===== config.mk =====
export PLATFORM = sky130hd
export DESIGN_NAME = pipeline_stage_buffer
export DESIGN_NICKNAME = d
export VERILOG_FILES = /design/src/rtl/pipeline_stage_buffer.sv
export SDC_FILE = /design/constraint.sdc
export NUM_CORES = 1
export LEC_CHECK = 0
export ABC_AREA = 1
export BUFFER_PORTS_ARGS = -buffer_cell sky130_fd_sc_hd__buf_2
export CAP_MARGIN = 20
export CORE_ASPECT_RATIO = 0.9
export CORE_MARGIN = 4
export CORE_UTILIZATION = 50
export CTS_BUF_LIST = sky130_fd_sc_hd__clkbuf_16
export DETAILED_ROUTE_END_ITERATION = 7
export GPL_TIMING_DRIVEN = 0
export PLACE_DENSITY_LB_ADDON = 0.08
export SYNTH_ARGS = -nofsm -noshare
export SYNTH_HDL_FRONTEND = slang
export SYNTH_SLANG_ARGS = --single-unit
export TNS_END_PERCENT = 1

===== constraint.sdc =====
create_clock -name clk -period 17.1 [get_ports clk]
set_input_delay 3.42 -clock clk [delete_from_list [all_inputs] [get_ports clk]]
set_output_delay 3.42 -clock clk [all_outputs]
set_load 0.01 [all_outputs]

===== src/rtl/pipeline_stage_buffer.sv =====
// pipeline_stage_buffer: valid/ready inter-stage register with a 2-entry skid
// buffer, registered in_ready and a synchronous flush that turns in-flight entries
// into bubbles.
// Optional statistics counters are enabled by defining PIPELINE_STAGE_STATS_EN.
module pipeline_stage_buffer #(
   parameter int unsigned CTRL_W     = 4,
   parameter int unsigned DATA_W     = 101,
   parameter bit          RESET_DATA = 1'b1
) (
   input  logic              clk,
   input  logic              rst,
   input  logic              flush,
   input  logic              in_valid,
   output logic              in_ready,
   input  logic [CTRL_W-1:0] in_ctrl,
   input  logic [DATA_W-1:0] in_data,
   output logic              out_valid,
   input  logic              out_ready,
   output logic [CTRL_W-1:0] out_ctrl,
   output logic [DATA_W-1:0] out_data,
   output logic [1:0]        occupancy,
   output logic [31:0]       stall_cycles,
   output logic [31:0]       bubble_cycles
);

   // Encoding equals the entry count, so occupancy is read straight from the state.
   typedef enum logic [1:0] {
      S_EMPTY = 2'd0,
      S_ONE   = 2'd1,
      S_TWO   = 2'd2
   } state_e;

   state_e              state_q, state_d;
   logic                in_ready_q, in_ready_d;
   logic [CTRL_W-1:0]   main_ctrl_q, skid_ctrl_q;
   logic [DATA_W-1:0]   main_data_q, skid_data_q;
   logic [DATA_W-1:0]   main_data_d, skid_data_d;
   logic                main_valid;
   logic                in_fire, out_fire;
   logic                load_main_in, load_skid_in, load_main_skid;

   assign main_valid = (state_q != S_EMPTY);
   assign in_fire    = in_valid & in_ready_q;
   assign out_fire   = main_valid & out_ready;

   // Next-state and load selection; flush overrides every transfer.
   always_comb begin
      state_d        = state_q;
      load_main_in   = 1'b0;
      load_skid_in   = 1'b0;
      load_main_skid = 1'b0;
      if (flush) begin
         state_d = S_EMPTY;
      end else begin
         case (state_q)
            S_EMPTY: begin
               if (in_fire) begin
                  state_d      = S_ONE;
                  load_main_in = 1'b1;
               end
            end
            S_ONE: begin
               if (in_fire && out_fire) begin
                  load_main_in = 1'b1;
               end else if (in_fire) begin
                  state_d      = S_TWO;
                  load_skid_in = 1'b1;
               end else if (out_fire) begin
                  state_d = S_EMPTY;
               end
            end
            S_TWO: begin
               if (out_fire) begin
                  state_d        = S_ONE;
                  load_main_skid = 1'b1;
               end
            end
            default: state_d = S_EMPTY;
         endcase
      end
      in_ready_d = (state_d != S_TWO);
   end

   // Data next values; data is held (not cleared) on flush.
   always_comb begin
      main_data_d = main_data_q;
      skid_data_d = skid_data_q;
      if (load_main_in)   main_data_d = in_data;
      if (load_main_skid) main_data_d = skid_data_q;
      if (load_skid_in)   skid_data_d = in_data;
   end

   // State, in_ready and control bundles; control is zeroed on reset or flush.
   always_ff @(posedge clk or posedge rst) begin
      if (rst) begin
         state_q     <= S_EMPTY;
         in_ready_q  <= 1'b1;
         main_ctrl_q <= '0;
         skid_ctrl_q <= '0;
      end else begin
         state_q    <= state_d;
         in_ready_q <= in_ready_d;
         if (flush) begin
            main_ctrl_q <= '0;
            skid_ctrl_q <= '0;
         end else begin
            if (load_main_in)   main_ctrl_q <= in_ctrl;
            if (load_main_skid) main_ctrl_q <= skid_ctrl_q;
            if (load_skid_in)   skid_ctrl_q <= in_ctrl;
         end
      end
   end

   // Data registers, with or without reset depending on RESET_DATA.
   if (RESET_DATA) begin : g_data_rst
      always_ff @(posedge clk or posedge rst) begin
         if (rst) begin
            main_data_q <= '0;
            skid_data_q <= '0;
         end else begin
            main_data_q <= main_data_d;
            skid_data_q <= skid_data_d;
         end
      end
   end else begin : g_data_norst
      always_ff @(posedge clk) begin
         main_data_q <= main_data_d;
         skid_data_q <= skid_data_d;
      end
   end

   assign in_ready  = in_ready_q;
   assign out_valid = main_valid;
   assign out_ctrl  = main_valid ? main_ctrl_q : CTRL_W'(0);
   assign out_data  = main_data_q;
   assign occupancy = 2'(state_q);

`ifdef PIPELINE_STAGE_STATS_EN
   logic [31:0] stall_q, bubble_q;

   // Saturating stall/bubble counters; cleared by reset only.
   always_ff @(posedge clk or posedge rst) begin
      if (rst) begin
         stall_q  <= '0;
         bubble_q <= '0;
      end else begin
         if (main_valid && !out_ready && (stall_q != 32'hFFFF_FFFF))
            stall_q <= stall_q + 32'd1;
         if (!main_valid && (bubble_q != 32'hFFFF_FFFF))
            bubble_q <= bubble_q + 32'd1;
      end
   end

   assign stall_cycles  = stall_q;
   assign bubble_cycles = bubble_q;
`else
   assign stall_cycles  = 32'h0;
   assign bubble_cycles = 32'h0;
`endif

endmodule


==> results of run 1 <==
## worst reg2reg max path, delay by kind of cell, from the launching register on
kind,cells,cell delay (ns)
compound gates,1,0.12
buf+inv,2,0.52
flops,1,0.52
simple gates,4,0.85
## synthesized netlist by cell type (all sizes together)
master / instances
dfstp: 1
a22oi: 1
nand3: 111
nor2: 11
nand2: 436
inv: 112
clkbuf: 15
nand4: 5
buf: 127
dfrtp: 212
conb: 1
o21ai: 204
## logic make-up (layout without fill, tap and decap cells)
group                  after synthesis  after routing  share of synthesized area (%)
flip-flops                         213            213                           53.2
AO/OA/AOI/OAI                      205            205                           10.3
AND/OR/NAND/NOR                    563            563                           22.9
other                                1             67                         0.0375
buffers and inverters              254            515                           13.5
## path summary, 6_finish.rpt
| check | start | endpoint | cells past startpoint |
|---|---|---|---|
| min in group asynchronous | rst | out_data[22]$_DFFE_PP0P_ | 2 |
| max reg2reg | in_ready$_DFF_PP1_ | skid_data_q[87]$_DFFE_PP0P_ | 7 |
| max | occupancy[0]$_DFF_PP0_ | out_valid | 3 |
| min | out_data[100]$_DFFE_PP0P_ | out_data[100]$_DFFE_PP0P_ | 2 |
| min reg2reg | out_data[100]$_DFFE_PP0P_ | out_data[100]$_DFFE_PP0P_ | 2 |
| max in group asynchronous | rst | skid_data_q[82]$_DFFE_PP0P_ | 3 |
## per-stage QoR
stage	instance area, um^2	instances	util, %	power (mW)
after detailed placement	11700	1768	60.2	1.06
after global placement	11700	1767	60.1	1.05
after CTS	12400	1810	64.0	1.55
after global routing	12400	1812	64.0	1.63
final	12400	1813	64.0	1.53
after floorplan	10200	1299	-	0.923
## final cells by class
| type | instances | area, um^2 | area share (%) |
|---|---|---|---|
| Buffer | 142 | 932 | 7.51 |
| Inverter | 112 | 428 | 3.45 |
| Multi-Input combinational cell | 832 | 3560 | 28.7 |
| Tap cell | 250 | 313 | 2.52 |
| Timing Repair Buffer | 219 | 1120 | 9.01 |
| Clock inverter | 19 | 149 | 1.20 |
| Sequential cell | 213 | 5330 | 42.9 |
| Antenna cell | 3 | 7.51 | 0.0604 |
| Clock buffer | 23 | 576 | 4.63 |
## routing by layer
layer / up-vias / share of wire, % / routed length [um]
li1: 4391 / - / -
met1: 4099 / 45 / 12000
met2: 289 / 45 / 12100
met3: 49 / 8.2 / 2190
met4: 8 / 2.1 / 576
met5: - / 0.11 / 30
## registers in the layout, summed over array words and instances (netlist names)
signal / cells
main_ctrl_q: 4
skid_data_q: 101
occupancy: 2
in_ready: 1
out_data: 101
skid_ctrl_q: 4
## power groups by stage
stage                     sequential (mW)  combinational (mW)  clock, mW
after floorplan                     0.736               0.188          0
after global placement              0.711               0.337          0
after detailed placement            0.714               0.346          0
after CTS                           0.706               0.349      0.493
after global routing                0.721               0.395      0.515
final                               0.706               0.346      0.482
==> out/metrics.yaml, run 1 <==
path_clk_slew_ns: 0.06
ios: 283
finalCritPeriodShare_pct: 29.1
slew-limit-headroom_pct: 44.7
holdCritPathClass: "reg2reg"
firstDrtPassIters: 5
dr_total_vias: 8836
cp.buffers_inverters: 2
cap_violations: 0
port_buffers: 218
crit_arrival_ns: 1.56
rsz0062_at_grt: "false"
root_buffer: "clkbuf_16"
layout_min_cycle_time_ns: 4.98
maxSlewViolCount: 0
yosysTopAreaCell: "dfrtp_1"
numCtsBuffers: 23
preCtsSetupSlack_ns: 12.02
setup_viol: 0
use_met2_pct: 35.2
worstMarginPinSlew_ns: 0.830
slowest_delay_ns: 0.50
synthCells: 1236
drt-initial-drc-count: 550
path_delay_family: "flip-flops"
grt_use_met1_pct: 34.4
die_h_um: 142
tns_ns: 0
cts_tree: "done"
p_seq_share_pct: 46.0
final_common_cell: "nand2_1"
worst-setup-path-type: "reg2out"
clock_sinks: 213
ys_warn_count: 0
insertion_delay_ns: 0.51
grt_pass1_wl_mm: 42.0
grt_overflow_total: 0
drc_errors: 0
netSwitchingFraction_pct: 30.6
yosysSeqAreaShare_pct: 53.2
fillers: 1707
cp-start-kind: "flip-flop"
p_leak_nw: 6.95
hold_violations: 0
cts_resized: 0
fin_hold_ws_ns: 0.500
routedWlPerCell_um: 14.8
ant_nets: 0
worst_ep_required_time_ns: 13.68
area_growth_pct: 24.0
busiest_layer: "met2"
setup_ws_ns: 12.12
fp.dieArea_um2: 22400
ys_ff_latch: 213
crit_path_max_fanout: 8
synth_area_um2: 10000
outcome: "finished, final reports clean"
crit_path_end_kind: "primary output"
vias_per_cell: 4.87
rrSetupSlack_ns: 14.98
cts_max_level: 1
synth_top_area_share_pct: 53.0
power.share.clock_pct: 31.4
slowest_stage: "dfrtp_1"
max_clock_freq_mhz: 201
totalWireLength_mm: 26.9
use_met3_pct: 4.99
grt.total_usage_pct: 23.1
cts_buffer_depth: 3
die_x_um: 157
grt_pass1_vias: 8108
switching_power_mw: 0.470
peakVddDrop_mv: 0.0740
hpwl_mm: 18.3
cts_hold_buf: 0
postSynthAreaPerCell_um2: 8.10
num_rows: 48
coreArea_um2: 19400
postCtsSetupBuffers: 0
p_per_area_nw_per_um2: 124
gp_congestion: 0.842
grt_max_degree: 120
ys_types: 22
synthTopCellsByArea: "dfrtp_1, nand2_1, o21ai_0"
crit_chain: "nor2_1, inv_1, buf_2"
internal-power_mw: 1.06
skew_ns: 0.0179
drive_above_1_share_pct: 25.2
initial_utilization_pct: 51.6
num-nets-final: 1653
antenna_found_initial: 6
mostFrequentLayoutCells: "nand2_1, buf_2, dfrtp_1"
comb_power_share_pct: 22.6
No activity file was read; power rests on OpenSTA's default activity.
==> run 2, diff against run 1 <==
Settings changed: CORE_UTILIZATION 50 to 47.
Clock period 17.1 ns to 4.4 ns, I/O delays scaled along.
==> run 2 against run 1 <==
Global-route usage fell by 0.93 points. Largest cell class unchanged. Sequential share of layout area fell by 0.19 points. Sequential power rose to 3.9 times the previous value. Clock power rose to 3.5 times the previous value. Worst setup slack got worse by 10 ns.
==> out/metrics.yaml, run 2 (same netlist as run 1, synthesis figures left out) <==
layout_min_cycle_time_ns: 2.46
cts_resized: 0
worstMarginPinSlew_ns: 0.502
die_x_um: 162
r2r_start: "in_ready$_DFF_PP1_"
insertion_delay_ns: 0.50
drive_above_1_share_pct: 24.7
clock_sinks: 213
slew-limit-headroom_pct: 66.5
crit_chain: "nor2_1, inv_1, buf_2"
slowest_delay_ns: 0.50
cap_violations: 0
hpwl_mm: 19.5
skew_ns: 0.00699
grt_pass1_vias: 8295
numCtsBuffers: 23
p_leak_nw: 6.96
gp_congestion: 0.843
initial_utilization_pct: 47.9
area_growth_pct: 24.6
cts_max_level: 1
vias_per_cell: 4.77
drt-initial-drc-count: 625
finalPower_mw: 5.79
hold_violations: 0
crit_path_max_fanout: 8
cts_tree: "done"
peakVddDrop_mv: 0.279
maxSlewViolCount: 0
num-nets-final: 1658
netSwitchingFraction_pct: 30.8
rrSetupSlack_ns: 2.34
cts_hold_buf: 0
fillers: 2002
grt_pass1_wl_mm: 43.4
finalCritPeriodShare_pct: 55.9
cp-start-kind: "flip-flop"
final_common_cell: "nand2_1"
firstDrtPassIters: 5
drc_errors: 0
grt_max_degree: 43
mostFrequentLayoutCells: "nand2_1, buf_2, dfrtp_1"
holdCritPathClass: "in2async"
grt_overflow_total: 0
postCtsSetupBuffers: 0
switching_power_mw: 1.79
path_clk_slew_ns: 0.06
placed_cells: 1809
coreArea_um2: 20900
r2r-end: "skid_data_q[87]$_DFFE_PP0P_"
p_seq_share_pct: 47.4
worst_ep_required_time_ns: 3.52
p_per_area_nw_per_um2: 465
r2r_cells: 7
comb_power_share_pct: 23.3
antenna_found_initial: 7
dr_total_vias: 8837
power.share.clock_pct: 29.3
root_buffer: "clkbuf_16"
cts_buffer_depth: 3
routedWlPerCell_um: 14.7
rsz0062_at_grt: "false"
internal-power_mw: 4.01
fp.dieArea_um2: 23700
crit_arrival_ns: 1.58
ios: 283
outcome: "finished, final reports clean"
worst-setup-path-type: "reg2out"
die_h_um: 146
num_rows: 50
totalWireLength_mm: 27.2
crit_path_end_kind: "primary output"
final_cells: 1853
setup_viol: 0
grt.total_usage_pct: 22.2
slowest_stage: "dfrtp_1"
ant_nets: 0
max_clock_freq_mhz: 407
port_buffers: 218
==> run 2: cell types whose count changed in the layout (fill, tap and decap cells not counted), sizes merged <==
| cell | previous run | this run |
|---|---|---|
| buf | 346 | 351 |
| bufinv | 2 | 0 |
| inv | 115 | 120 |
| diode | 3 | 4 |
| clkinv | 13 | 8 |
==> run 2: how the worst max path moves through the flow <==
stage | from | end
2_1_floorplan | rst | main_ctrl_q[0]$_DFFE_PP0P_
3_3_place_gp | rst | out_data[83]$_DFFE_PP0P_
3_5_place_dp | in_valid | skid_data_q[87]$_DFFE_PP0P_
4_1_cts | occupancy[0]$_DFF_PP0_ | out_valid
5_1_grt | occupancy[0]$_DFF_PP0_ | out_valid
6_report | occupancy[0]$_DFF_PP0_ | out_valid
==> run 2: cell type report <==
cell class	instances	area (um^2)	area share [%]
Inverter	112	424	3.40
Tap cell	286	358	2.87
Clock buffer	23	576	4.61
Buffer	142	932	7.47
Clock inverter	17	66.3	0.532
Timing Repair Buffer	224	1210	9.71
Multi-Input combinational cell	832	3560	28.6
Antenna cell	4	10.0	0.0802
Sequential cell	213	5330	42.7
==> run 2: worst max-delay path: cells and delay by family (launching register included) <==
kind / cells / cell delay, ns
simple gates: 1 / 0.31
flops: 1 / 0.50
buf+inv: 2 / 0.28
==> run 2: power by group through the flow <==
stage               registers (mW)  clock network (mW)  logic [mW]
floorplan                     2.86                   0       0.729
global placement              2.77                   0        1.31
detailed placement            2.78                   0        1.36
CTS                           2.75                1.73        1.37
global route                  2.81                1.83        1.54
finish                        2.75                1.70        1.35
==> run 2: layer usage <==
metal | global-route usage (%) | routed length [um] | up-vias
li1 | - | - | 4390
met4 | 5.54 | 687 | 8
met3 | 3.95 | 1730 | 54
met1 | 31.5 | 12100 | 4118
met5 | 0 | 41 | -
met2 | 35.5 | 12700 | 267
==> run 2: through the flow <==
step	hold WS (ns)	area, um^2	worst slack (ns)	util, %	TNS, ns
2_1_floorplan	0.479	10300	0.751	-	0
3_3_place_gp	0.486	11700	-0.658	56.0	-135.16
3_5_place_dp	0.489	11800	1.85	56.6	0
4_1_cts	0.406	12500	1.91	59.6	0
5_1_grt	0.429	12500	1.81	59.7	0
6_report	0.403	12500	1.94	59.7	0
==> run 3, diff against run 2 <==
Clock period 4.4 ns to 2.05 ns, I/O delays scaled along.
==> run 3 against run 2 <==
Via count up 0.17%. Critical path depth up 5. First-iteration DRC count down 0.16%. Largest power group unchanged. Design area up 0.40%. Hold slack worse by 0.28 ns. Die area unchanged.
==> out/metrics.yaml, run 3 (same netlist as run 1, synthesis figures left out) <==
grt_max_degree: 43
seq_area_um2: 5330
grt_pass1_wl_mm: 43.4
gp_congestion: 0.843
ios: 283
fillers: 1995
coreArea_um2: 20900
setup_viol: 0
rsz0062_at_grt: "true"
grt_overflow_total: 0
grt_use_met1_pct: 31.5
cts_max_level: 1
p_per_area_nw_per_um2: 994
crit_start: "in_ready$_DFF_PP1_"
num_rows: 50
cts_tree: "done"
dr_total_vias: 8852
use_met3_pct: 3.95
totalWireLength_mm: 27.3
drc_errors: 0
die_h_um: 146
r2r-end: "skid_data_q[91]$_DFFE_PP0P_"
cts_buffer_depth: 3
clock_sinks: 213
maxSlewViolCount: 0
ant_nets: 0
fp.dieArea_um2: 23700
max_clock_freq_mhz: 515
worst-setup-path-type: "reg2reg"
use_met2_pct: 35.6
layout_min_cycle_time_ns: 1.94
holdCritPathClass: "in2reg"
cp-start-kind: "flip-flop"
vias_per_cell: 4.77
tns_ns: 0
crit_path_max_fanout: 10
rrSetupSlack_ns: 0.11
antenna_found_initial: 7
insertion_delay_ns: 0.50
num-nets-final: 1660
final_core_util_pct: 59.9
crit_path_end_kind: "flip-flop"
numCtsBuffers: 23
worstMarginPinSlew_ns: 0.505
outcome: "finished, final reports clean"
initial_utilization_pct: 47.9
skew_ns: 0.0105
cp-endpoint: "skid_data_q[91]$_DFFE_PP0P_"
grt_pass1_vias: 8304
hpwl_mm: 19.5
mostFrequentLayoutCells: "nand2_1, buf_2, dfrtp_1"
area_growth_pct: 25.1
slew-limit-headroom_pct: 66.3
drive_above_1_share_pct: 25.0
crit_arrival_ns: 2.31
port_buffers: 218
busiest_layer: "met2"
r2r_start: "in_ready$_DFF_PP1_"
r2r_cells: 8
grt.total_usage_pct: 22.2
path_clk_slew_ns: 0.07
root_buffer: "clkbuf_16"
cap_violations: 0
p_leak_nw: 6.98
multiInputGateArea_um2: 3570
die_x_um: 162
worst_ep_required_time_ns: 2.42
peakVddDrop_mv: 0.595
routedWlPerCell_um: 14.7
firstDrtPassIters: 6
hold_violations: 0
drt-initial-drc-count: 624
finalCritPeriodShare_pct: 94.7
final_common_cell: "nand2_1"
[run 3: cell count changes in the layout (fill, tap and decap cells not counted), sizes merged]
cell         change
buf              -2
dlygate4sd3      +1
clkbuf           +3
[run 3: worst max-delay path: stages (launching register included)]
cell and delay, ns:
dfstp_2 0.54, nand2_1 0.13, nor2_4 0.15, nand3_2 0.16, nor2_4 0.17, buf_12 0.14
buf_6 0.19, clkbuf_4 0.23, o21ai_0 0.10
[run 3: area by class of cell]
class | count | area share [%]
Clock buffer | 23 | 4.60
Buffer | 142 | 7.52
Tap cell | 286 | 2.86
Inverter | 112 | 3.39
Sequential cell | 213 | 42.6
Multi-Input combinational cell | 832 | 28.5
Clock inverter | 17 | 0.530
Antenna cell | 4 | 0.0799
Timing Repair Buffer | 226 | 9.91
[run 3: timing repair]
| item | CTS | global route |
|---|---|---|
| setup endpoints to repair | 33 | 119 |
| gates resized for setup | 0 | 10 |
| buffers inserted | 1 | 0 |
| pin swaps | 1 | 0 |
| hold buffers | 1 | 0 |
| hold endpoints to repair | 21 | 0 |
[run 3: per-stage QoR]
stage,total power [mW],cell area [um^2],hold slack [ns],cells,setup slack (ns)
final,12.4,12500,0.121,1855,0.110
after global routing,13.3,12500,0.126,1854,-0.0284
after CTS,12.6,12500,0.114,1851,0.0195
after detailed placement,8.88,11800,0.464,1809,-0.0485
after global placement,8.76,11700,0.486,1803,-2.54
after floorplan,7.70,10300,0.479,1299,-1.13
[run 3: power breakdown]
group          total [mW]  switching [mW]  internal, mW
combinational        2.92            1.74          1.17
clock                3.64            1.62          2.01
sequential           5.90           0.469          5.43
[run 3: worst min-delay path by stage]
stage | startpoint | to | slack (ns) | depth (start not counted)
after detailed placement | rst | skid_data_q[62]$_DFFE_PP0P_ | 0.46 | 2
final | in_ctrl[2] | skid_ctrl_q[2]$_DFFE_PP0P_ | 0.12 | 3
after global placement | out_data[50]$_DFFE_PP0P_ | out_data[50]$_DFFE_PP0P_ | 0.49 | 2
after floorplan | skid_ctrl_q[0]$_DFFE_PP0P_ | skid_ctrl_q[0]$_DFFE_PP0P_ | 0.48 | 2
after global routing | in_ctrl[0] | skid_ctrl_q[0]$_DFFE_PP0P_ | 0.13 | 3
after CTS | in_ctrl[2] | skid_ctrl_q[2]$_DFFE_PP0P_ | 0.11 | 3
[run 3: per-layer routing]
metal  vias to the layer above  share of wire [%]
met5                         -               0.15
met4                         8                2.5
met3                        54                5.6
met2                       242                 47
met1                      4151                 45
li1                       4397                  -
